### config.mk
export PLATFORM = sky130hd
export DESIGN_NAME = mem_access
export DESIGN_NICKNAME = d
export VERILOG_FILES = /design/src/rtl/mem_access.sv
export SDC_FILE = /design/constraint.sdc
export NUM_CORES = 1
export LEC_CHECK = 0
export ABC_AREA = 1
export BUFFER_PORTS_ARGS = -buffer_cell sky130_fd_sc_hd__buf_2
export CORE_ASPECT_RATIO = 0.6
export CORE_MARGIN = 2
export CORE_UTILIZATION = 45
export DETAILED_ROUTE_END_ITERATION = 16
export GPL_ROUTABILITY_DRIVEN = 1
export PLACE_DENSITY = 0.83
export SYNTH_ARGS = -nofsm -noshare
export SYNTH_HDL_FRONTEND = slang
export SYNTH_SLANG_ARGS = --single-unit
### constraint.sdc
create_clock -name clk -period 2.15 [get_ports clk]
set_input_delay 0.43 -clock clk [delete_from_list [all_inputs] [get_ports clk]]
set_output_delay 0.43 -clock clk [all_outputs]
set_load 0.02 [all_outputs]
### src/rtl/mem_access.sv
// MEM stage: zero-cycle pass-through for non-memory ops, req/ack data-bus transaction for loads/stores.
// Optional build macro MEM_ALIGN_CHECK_EN turns misaligned halfword/word accesses into aborted ops.
module mem_access #(
  parameter int unsigned ACK_TIMEOUT = 64
) (
  input  logic        clk,
  input  logic        rst,
  input  logic [4:0]  mem_wd,
  input  logic        mem_wreg,
  input  logic [31:0] mem_wdata,
  input  logic [3:0]  mem_op,
  input  logic [31:0] mem_addr,
  input  logic [31:0] mem_sdata,
  input  logic        wb_hold,
  output logic [4:0]  wb_wd,
  output logic        wb_wreg,
  output logic [31:0] wb_wdata,
  output logic        stallreq,
  output logic        bus_err,
  output logic        dbus_req,
  output logic        dbus_we,
  output logic [31:0] dbus_addr,
  output logic [3:0]  dbus_sel,
  output logic [31:0] dbus_wdata,
  input  logic [31:0] dbus_rdata,
  input  logic        dbus_ack,
  output logic [1:0]  dbg_state
);
  // Bus handshake: dbus_req rises with a valid address/we/sel/wdata and holds them stable
  // until the cycle dbus_ack is seen (or the timeout fires); dbus_ack outside WAIT is ignored.
  typedef enum logic [1:0] {IDLE = 2'd0, WAIT = 2'd1, DONE = 2'd2} state_e;

  localparam logic [8:0] TO_LIMIT = 9'(ACK_TIMEOUT);

  state_e      state_q, state_d;
  logic [7:0]  cnt_q, cnt_d;
  logic [31:0] rdata_q, rdata_d;
  logic        bus_err_q, bus_err_d;
  logic        abort_q, abort_d;

  logic        is_load, is_store, is_mem, is_byte, is_half, is_word, is_signed;
  logic        misalign, ack_timeout;
  logic [3:0]  sel;
  logic [31:0] st_data, ld_data;
  logic [7:0]  ld_byte;
  logic [15:0] ld_half;

  always_comb begin
    is_load   = 1'b0;
    is_store  = 1'b0;
    is_byte   = 1'b0;
    is_half   = 1'b0;
    is_word   = 1'b0;
    is_signed = 1'b0;
    case (mem_op)
      4'd1:    begin is_load = 1'b1; is_byte = 1'b1; is_signed = 1'b1; end
      4'd2:    begin is_load = 1'b1; is_byte = 1'b1; end
      4'd3:    begin is_load = 1'b1; is_half = 1'b1; is_signed = 1'b1; end
      4'd4:    begin is_load = 1'b1; is_half = 1'b1; end
      4'd5:    begin is_load = 1'b1; is_word = 1'b1; end
      4'd9:    begin is_store = 1'b1; is_byte = 1'b1; end
      4'd10:   begin is_store = 1'b1; is_half = 1'b1; end
      4'd11:   begin is_store = 1'b1; is_word = 1'b1; end
      default: ;
    endcase
  end

  assign is_mem = is_load | is_store;

`ifdef MEM_ALIGN_CHECK_EN
  assign misalign = (is_half && mem_addr[0]) || (is_word && (mem_addr[1:0] != 2'b00));
`else
  assign misalign = 1'b0;
`endif

  assign ack_timeout = ({1'b0, cnt_q} + 9'd1) >= TO_LIMIT;

  // Big-endian lanes: byte offset 0 lives in bits [31:24].
  always_comb begin
    sel     = 4'b0000;
    st_data = 32'h0;
    if (is_byte) begin
      sel     = 4'b1000 >> mem_addr[1:0];
      st_data = {4{mem_sdata[7:0]}};
    end else if (is_half) begin
      sel     = mem_addr[1] ? 4'b0011 : 4'b1100;
      st_data = {2{mem_sdata[15:0]}};
    end else if (is_word) begin
      sel     = 4'b1111;
      st_data = mem_sdata;
    end
    if (!is_store) st_data = 32'h0;
  end

  always_comb begin
    case (mem_addr[1:0])
      2'd0:    ld_byte = rdata_q[31:24];
      2'd1:    ld_byte = rdata_q[23:16];
      2'd2:    ld_byte = rdata_q[15:8];
      default: ld_byte = rdata_q[7:0];
    endcase
    ld_half = mem_addr[1] ? rdata_q[15:0] : rdata_q[31:16];
    ld_data = rdata_q;
    if (is_byte)      ld_data = {{24{is_signed & ld_byte[7]}}, ld_byte};
    else if (is_half) ld_data = {{16{is_signed & ld_half[15]}}, ld_half};
  end

  always_ff @(posedge clk or negedge rst) begin
    if (!rst) begin
      state_q   <= IDLE;
      cnt_q     <= 8'h0;
      rdata_q   <= 32'h0;
      bus_err_q <= 1'b0;
      abort_q   <= 1'b0;
    end else begin
      state_q   <= state_d;
      cnt_q     <= cnt_d;
      rdata_q   <= rdata_d;
      bus_err_q <= bus_err_d;
      abort_q   <= abort_d;
    end
  end

  always_comb begin
    state_d   = state_q;
    cnt_d     = 8'h0;
    rdata_d   = rdata_q;
    bus_err_d = 1'b0;
    abort_d   = abort_q;
    case (state_q)
      IDLE: begin
        abort_d = 1'b0;
        if (is_mem) begin
          if (misalign) begin
            state_d   = DONE;
            bus_err_d = 1'b1;
            abort_d   = 1'b1;
          end else begin
            state_d = WAIT;
          end
        end
      end
      WAIT: begin
        if (dbus_ack) begin
          state_d = DONE;
          rdata_d = dbus_rdata;
          abort_d = 1'b0;
        end else if (ack_timeout) begin
          state_d   = DONE;
          bus_err_d = 1'b1;
          abort_d   = 1'b1;
        end else begin
          cnt_d = (cnt_q == 8'hFF) ? cnt_q : cnt_q + 8'd1;
        end
      end
      DONE: begin
        // Holding here keeps a stalled instruction from reissuing its access.
        if (!wb_hold) begin
          state_d = IDLE;
          abort_d = 1'b0;
        end
      end
      default: state_d = IDLE;
    endcase
  end

  always_comb begin
    dbus_req   = 1'b0;
    dbus_we    = 1'b0;
    dbus_addr  = 32'h0;
    dbus_sel   = 4'b0000;
    dbus_wdata = 32'h0;
    stallreq   = 1'b0;
    wb_wd      = 5'd0;
    wb_wreg    = 1'b0;
    wb_wdata   = 32'h0;
    if (rst) begin
      case (state_q)
        IDLE: begin
          wb_wd = mem_wd;
          if (is_mem) begin
            stallreq = 1'b1;
            if (!misalign) begin
              dbus_req   = 1'b1;
              dbus_we    = is_store;
              dbus_addr  = {mem_addr[31:2], 2'b00};
              dbus_sel   = sel;
              dbus_wdata = st_data;
            end
          end else begin
            wb_wreg  = mem_wreg;
            wb_wdata = mem_wdata;
          end
        end
        WAIT: begin
          wb_wd      = mem_wd;
          stallreq   = 1'b1;
          dbus_req   = 1'b1;
          dbus_we    = is_store;
          dbus_addr  = {mem_addr[31:2], 2'b00};
          dbus_sel   = sel;
          dbus_wdata = st_data;
        end
        DONE: begin
          wb_wd = mem_wd;
          if (is_load && !abort_q) begin
            wb_wreg  = mem_wreg;
            wb_wdata = ld_data;
          end
        end
        default: ;
      endcase
    end
  end

  assign bus_err   = bus_err_q;
  assign dbg_state = state_q;

endmodule

==> summary.txt, run 1 <==
Outcome
  – Outcome: finished with violations
  – Failing checks: negative setup slack

Floorplan
  – Die X: 129 um
  – Chip height: 79.3 um
  – I/O pins: 254
  – Core area: 9190 um2
  – Initial Util: 46.3%
  – Die area: 10300 um2
  – Row cnt: 27

Detailed routing
  – Post-route ant nets: 0
  – Vias: 6365
  – Drt wl/cell: 18.3 um
  – DR vias/cell: 5.38
  – DRC viols: 0
  – DRT Wirelength: 21600 um
  – TritonRoute pass-1 iters: 6
  – Iter 0 DRT Violations: 821

Logic synthesis
  – Async set or reset register ratio after synthesis: 100%
  – Total number of yosys warnings: 0
  – Post-Syn Area: 4250 um2
  – Most used DFF post-synth: dfrtp_1
  – Library cells used by synthesis: 34
  – Mapped Cells: 741
  – EDFF count, synth: 0
  – Post-synth top area cell: dfrtp_1
  – Sequential share of the synthesized area: 25.9%
  – Register bit total from synthesis: 44
  – Share of the synthesized area in the top cell type: 25.9%
  – Avg Cell Area, Syn: 5.74 um2
  – Synth top area cells: dfrtp_1 26%, nor2_1 18%, inv_1 11%

Pwr
  – Max VDD drop: 0.432 mV
  – Int Power: 3060 uW
  – Pleak: 0.00422 uW
  – Switch share: 47.8%
  – Clock group share of total power: 13.2%
  – Switch Pwr: 2800 uW
  – Reg power frac: 25.1%
  – Comb pwr share: 61.7%
  – Pwr dens: 782 nW/um2

Setup path
  – Crit-path leading delay family: simple AND/OR/NAND/NOR gates
  – Critical path, cell by cell: buf_8 > nor2_4 > nand2_4 > nand2_4 > nand2_4 > nor2_8 > buf_6 > nand3_4 > nor2_4 > nor2_2 > nor2_1 > buf_4
  – Most used cell, CP: nand2_4
  – CP Max Fanout: 8
  – WP data arrival: 1.92 ns
  – WP depth: 12
  – FF-to-FF path depth: 7
  – Buf/Inv on CP: 3
  – Worst setup EP type: output port
  – Slowest cell on crit path: nand3_4
  – CP Launch Type: input pin
  – CP Data Required Time: 1.72 ns
  – Largest stage delay, worst path: 0.20 ns
  – Kind of critical path: in -> out

CTS
  – Root buf cell: clkbuf_16
  – H-tree levels: 2
  – CTS Buffer Depth: 2
  – Worst-path clk slew: 0.06 ns
  – Cts bufs inserted: 5
  – Latest clock arrival within the worst-skew pair: 0.30 ns
  – CTS sink cnt: 44
  – Hold Buf Count CTS: 0
  – CTS tree: yes

Timing
  – Hold slack final: 0.0833 ns
  – Final setup viols: 75
  – Final min period: 2.35 ns
  – Worst setup margin: -0.198 ns
  – Final hold vios: 0
  – Relative slew slack: 58.3%
  – Fmax: 426 MHz
  – Pins Over Slew Limit: 0
  – RSZ-0062 raised after global routing: yes
  – Worst-margin pin slew: 0.623 ns
  – Final worst path period share: 109%
  – Clock skew: 0.00676 ns

Final layout
  – Design area: 7480 um2
  – Filler Cells Inserted: 604
  – Cell Count, Final, Fillers Out: 1183
  – Most common cell after layout, fill and taps aside: buf_2
  – Fin nets: 1195
  – Commonest non-fill, non-tap cells in the layout: 169 x buf_2, 148 x nor2_1, 112 x inv_1, 102 x nand2_1, 97 x buf_4
  – Share of cells above drive strength 1: 45.8%
  – Syn-to-layout area delta: 76.0%

Place
  – DP HPWL: 14400 um
  – Number of port buffers: 251
  – Placed insts: 1147
  – Placed Area: 6010 um2
  – Gpl congestion: 0.977

Global route
  – Largest net degree at the start of global routing: 41
  – Congestion Overflow GR: 0
  – Gr usage total: 36.9%
  – Vias in the first global route: 5555
  – First-pass GRT wire length: 28900 um
  – Initial antenna violation count: 2

Run
  – Max-cap violations: 0

Worst hold path
  – Hold Path Class: in -> async
## metal layers
metal  part of all wire [%]  track usage, %  wire length, um  up-vias
li1                       -               -                -     2897
met1                     38            50.7             8320     2953
met2                     45            57.4             9750      439
met3                     13            11.9             2850       76
met4                    3.3            6.56              707        0
met5                      0               0                0        -
## flip-flops by register name, summed over array words and instances, names as in the netlist
signal     flops
cnt_q          8
rdata_q       32
abort_q        1
dbg_state      2
bus_err        1
## cell usage after synthesis (2+ instances only)
library cell and n:
nand2_1 119, nand4_1 7, mux2_2 9, inv_1 124
a21oi_1 58, nor2_4 3, buf_2 12, clkbuf_1 10
nand2_2 10, nand3_1 69, inv_2 3, dfrtp_1 44
nor2_2 4, ha_1 2, o21ai_0 35, buf_6 3
buf_4 9, xor2_1 2, nor3_1 2, nand3_4 2
nor2_1 201
## cell type report
type                    instances  area (um2)  area share [%]
diodes                          2        5.00          0.0669
clock buffers                   5         125            1.67
clock inverters                 2        12.5           0.167
inverters                     127         509            6.80
multi-input cells             539        3020            40.3
flip-flops and latches         44        1100            14.7
well taps                     130         163            2.17
repair buffers                334        2550            34.1
## cells by family after synthesis
group	share of synthesized area, %
compound gates	11.7
simple gates	42.8
xor+xnor	0.618
fa+ha+maj	0.588
flops	25.9
mux	2.38
other cells	0.0882
buf+inv	16.0
## power by group through the flow
stage,clock (uW),sequential [uW],combinational (uW)
after global placement,0,1410,2650
after detailed placement,0,1420,2700
after floorplan,0,1330,1690
after CTS,764,1410,2950
after global routing,807,1470,3860
final,773,1470,3610
## metrics by stage
| step | setup TNS (ns) | setup slack (ns) | total power, uW | utilization [%] |
|---|---|---|---|---|
| 6_report | -6.03 | -0.198 | 5850 | 81.4 |
| 4_1_cts | -2.00 | -0.0981 | 5130 | 72.3 |
| 3_3_place_gp | -4.37 | -0.198 | 4060 | 65.4 |
| 5_1_grt | -11.19 | -0.233 | 6130 | 81.4 |
| 2_1_floorplan | 0 | 0.0233 | 3030 | - |
| 3_5_place_dp | -7.41 | -0.202 | 4120 | 65.4 |
## path summary, 6_finish.rpt
path | start | endpoint | slack [ns]
min in group clk | dbus_rdata[14] | rdata_q[14] | 0.36
worst min-delay path | rst | cnt_q[6] | 0.08
worst max register to register | dbg_state[0] | rdata_q[30] | 0.28
worst max-delay path | mem_op[3] | wb_wdata[26] | -0.20
worst min register to register | cnt_q[0] | cnt_q[0] | 0.54
max in group asynchronous | rst | rdata_q[27] | 1.35
## repair_timing
item / 4_1_cts / 5_1_grt
buffers inserted: 9 / 13
gates resized for setup: 115 / 213
pin swaps: 20 / 28
setup endpoints to repair: 90 / 94
cloned: 3 / 4
Note: power is estimated with default switching activity, not from simulation.
==> inputs of run 2 (changes only) <==
- CORE_UTILIZATION: 45 -> 40
- PLACE_DENSITY: 0.83 -> 0.78
- clock period: 2.15 -> 2 ns (I/O delays scaled with it)
==> summary.txt, run 2 (synthesis results as in run 1) <==
Setup path
  – Critical path, cell by cell: nor2_4 > nand2_4 > nor2_8 > buf_6 > nand3_4 > nor2_2 > nor2_1 > nor2_1 > buf_4
  – Crit-path leading delay family: simple AND/OR/NAND/NOR gates
  – WP depth: 9
  – FF-to-FF path depth: 7
  – CP Data Required Time: 1.60 ns
  – WP data arrival: 1.84 ns
  – CP Max Fanout: 8
  – Slowest cell on crit path: dfrtp_1
  – Worst setup EP type: output port
  – Buf/Inv on CP: 2
  – Most used cell, CP: nor2_1
  – CP Launch Type: flop
  – Largest stage delay, worst path: 0.41 ns
  – Kind of critical path: reg -> out

Timing
  – Hold slack final: 0.0571 ns
  – Clock skew: 0.00200 ns
  – Final min period: 2.24 ns
  – Fmax: 446 MHz
  – Worst-margin pin slew: 0.582 ns
  – Pins Over Slew Limit: 0
  – Final worst path period share: 112%
  – Final hold vios: 0
  – Final setup viols: 88
  – Setup TNS: -11.99 ns
  – Worst setup margin: -0.244 ns
  – RSZ-0062 raised after global routing: yes
  – Relative slew slack: 61.1%

Global route
  – First-pass GRT wire length: 31500 um
  – Largest net degree at the start of global routing: 41
  – Gr usage total: 35.8%
  – Congestion Overflow GR: 0
  – Initial antenna violation count: 3
  – Vias in the first global route: 5988

CTS
  – Latest clock arrival within the worst-skew pair: 0.29 ns
  – CTS tree: yes
  – Root buf cell: clkbuf_16
  – Cts bufs inserted: 5
  – CTS sink cnt: 44
  – H-tree levels: 2
  – Worst-path clk slew: 0.07 ns
  – CTS Buffer Depth: 2

Detailed routing
  – Post-route ant nets: 0
  – TritonRoute pass-1 iters: 8
  – Vias: 6715
  – DR vias/cell: 5.47
  – DRT Wirelength: 23900 um
  – DRC viols: 0
  – Iter 0 DRT Violations: 679
  – Drt wl/cell: 19.4 um

Pwr
  – Pleak: 0.00452 uW
  – Pwr dens: 805 nW/um2
  – Max VDD drop: 0.471 mV

Final layout
  – Top reg by flops: rdata_q
  – Commonest non-fill, non-tap cells in the layout: 152 x buf_2, 125 x nor2_1, 115 x inv_1, 115 x buf_4, 91 x nand2_1
  – Share of cells above drive strength 1: 54.9%
  – Util after Layout: 80.1%
  – Cell Count, Final, Fillers Out: 1228
  – Fin nets: 1230
  – Design area: 8370 um2
  – Max reg flops: 32
  – Most common cell after layout, fill and taps aside: buf_2
  – Syn-to-layout area delta: 96.8%

Place
  – Number of port buffers: 251
  – Placed insts: 1167
  – Placed Area: 6180 um2
  – Gpl congestion: 0.938
  – DP HPWL: 14600 um

Floorplan
  – Row cnt: 29
  – Core area: 10500 um2
  – Chip height: 83.9 um
  – I/O pins: 254
  – Die area: 11500 um2
  – Die X: 137 um
  – Initial Util: 40.7%

Outcome
  – Failing checks: negative setup slack
  – Outcome: finished with violations

Worst hold path
  – Hold Path Class: in -> async

Run
  – Max-cap violations: 0
[run 2: worst register-to-register path, stage by stage (launching register included)]
cell	delay, ns
dfrtp_1	0.39
buf_4	0.18
inv_1	0.09
nor2_1	0.16
nand2_2	0.37
buf_4	0.34
nor2_1	0.12
a21oi_1	0.06
[run 2: through the flow]
step           total power, uW  setup slack, ns
6_report                  6740           -0.244
5_1_grt                   7040           -0.307
4_1_cts                   6050           -0.185
3_5_place_dp              4560           -0.343
3_3_place_gp              4510           -0.321
2_1_floorplan             3320          -0.0139
[run 2: layout make-up]
class | instances | area (um2)
well taps | 139 | 174
inverters | 127 | 502
repair buffers | 369 | 3050
diodes | 2 | 5.00
flip-flops and latches | 44 | 1100
clock buffers | 6 | 129
clock inverters | 2 | 12.5
fillers | 654 | 2080
multi-input cells | 539 | 3390
[run 2: report_power, final]
part	total (uW)	leakage (uW)	internal [uW]	switching [uW]
clock network	839	0.0000669	462	376
registers	1580	0.000512	1230	357
logic	4310	0.00394	1850	2460
[run 2: layer usage]
metal  global-route usage (%)  part of all wire (%)  vias up
li1                         -                     -     2979
met1                     47.0                    37     3081
met2                     57.6                    45      525
met3                     8.08                    12      130
met4                     12.7                   5.7        0
met5                        0                     0        -
[run 2: path summary, 6_finish.rpt]
| path | start | end | slack, ns |
|---|---|---|---|
| worst min-delay path | rst | bus_err | 0.06 |
| min in group clk | wb_hold | dbg_state[1] | 0.34 |
| worst max register to register | dbg_state[0] | rdata_q[1] | 0.18 |
| max in group asynchronous | rst | dbg_state[1] | 1.20 |
| worst max-delay path | dbg_state[0] | wb_wdata[31] | -0.24 |
| worst min register to register | cnt_q[0] | cnt_q[0] | 0.51 |
[run 2: timing repair]
item / CTS / global route
resized for setup: 302 / 152
cloned: 8 / 4
pin swaps: 60 / 44
hold buffers: 0 / 0
setup buffers: 34 / 10
setup endpoints to repair: 93 / 106
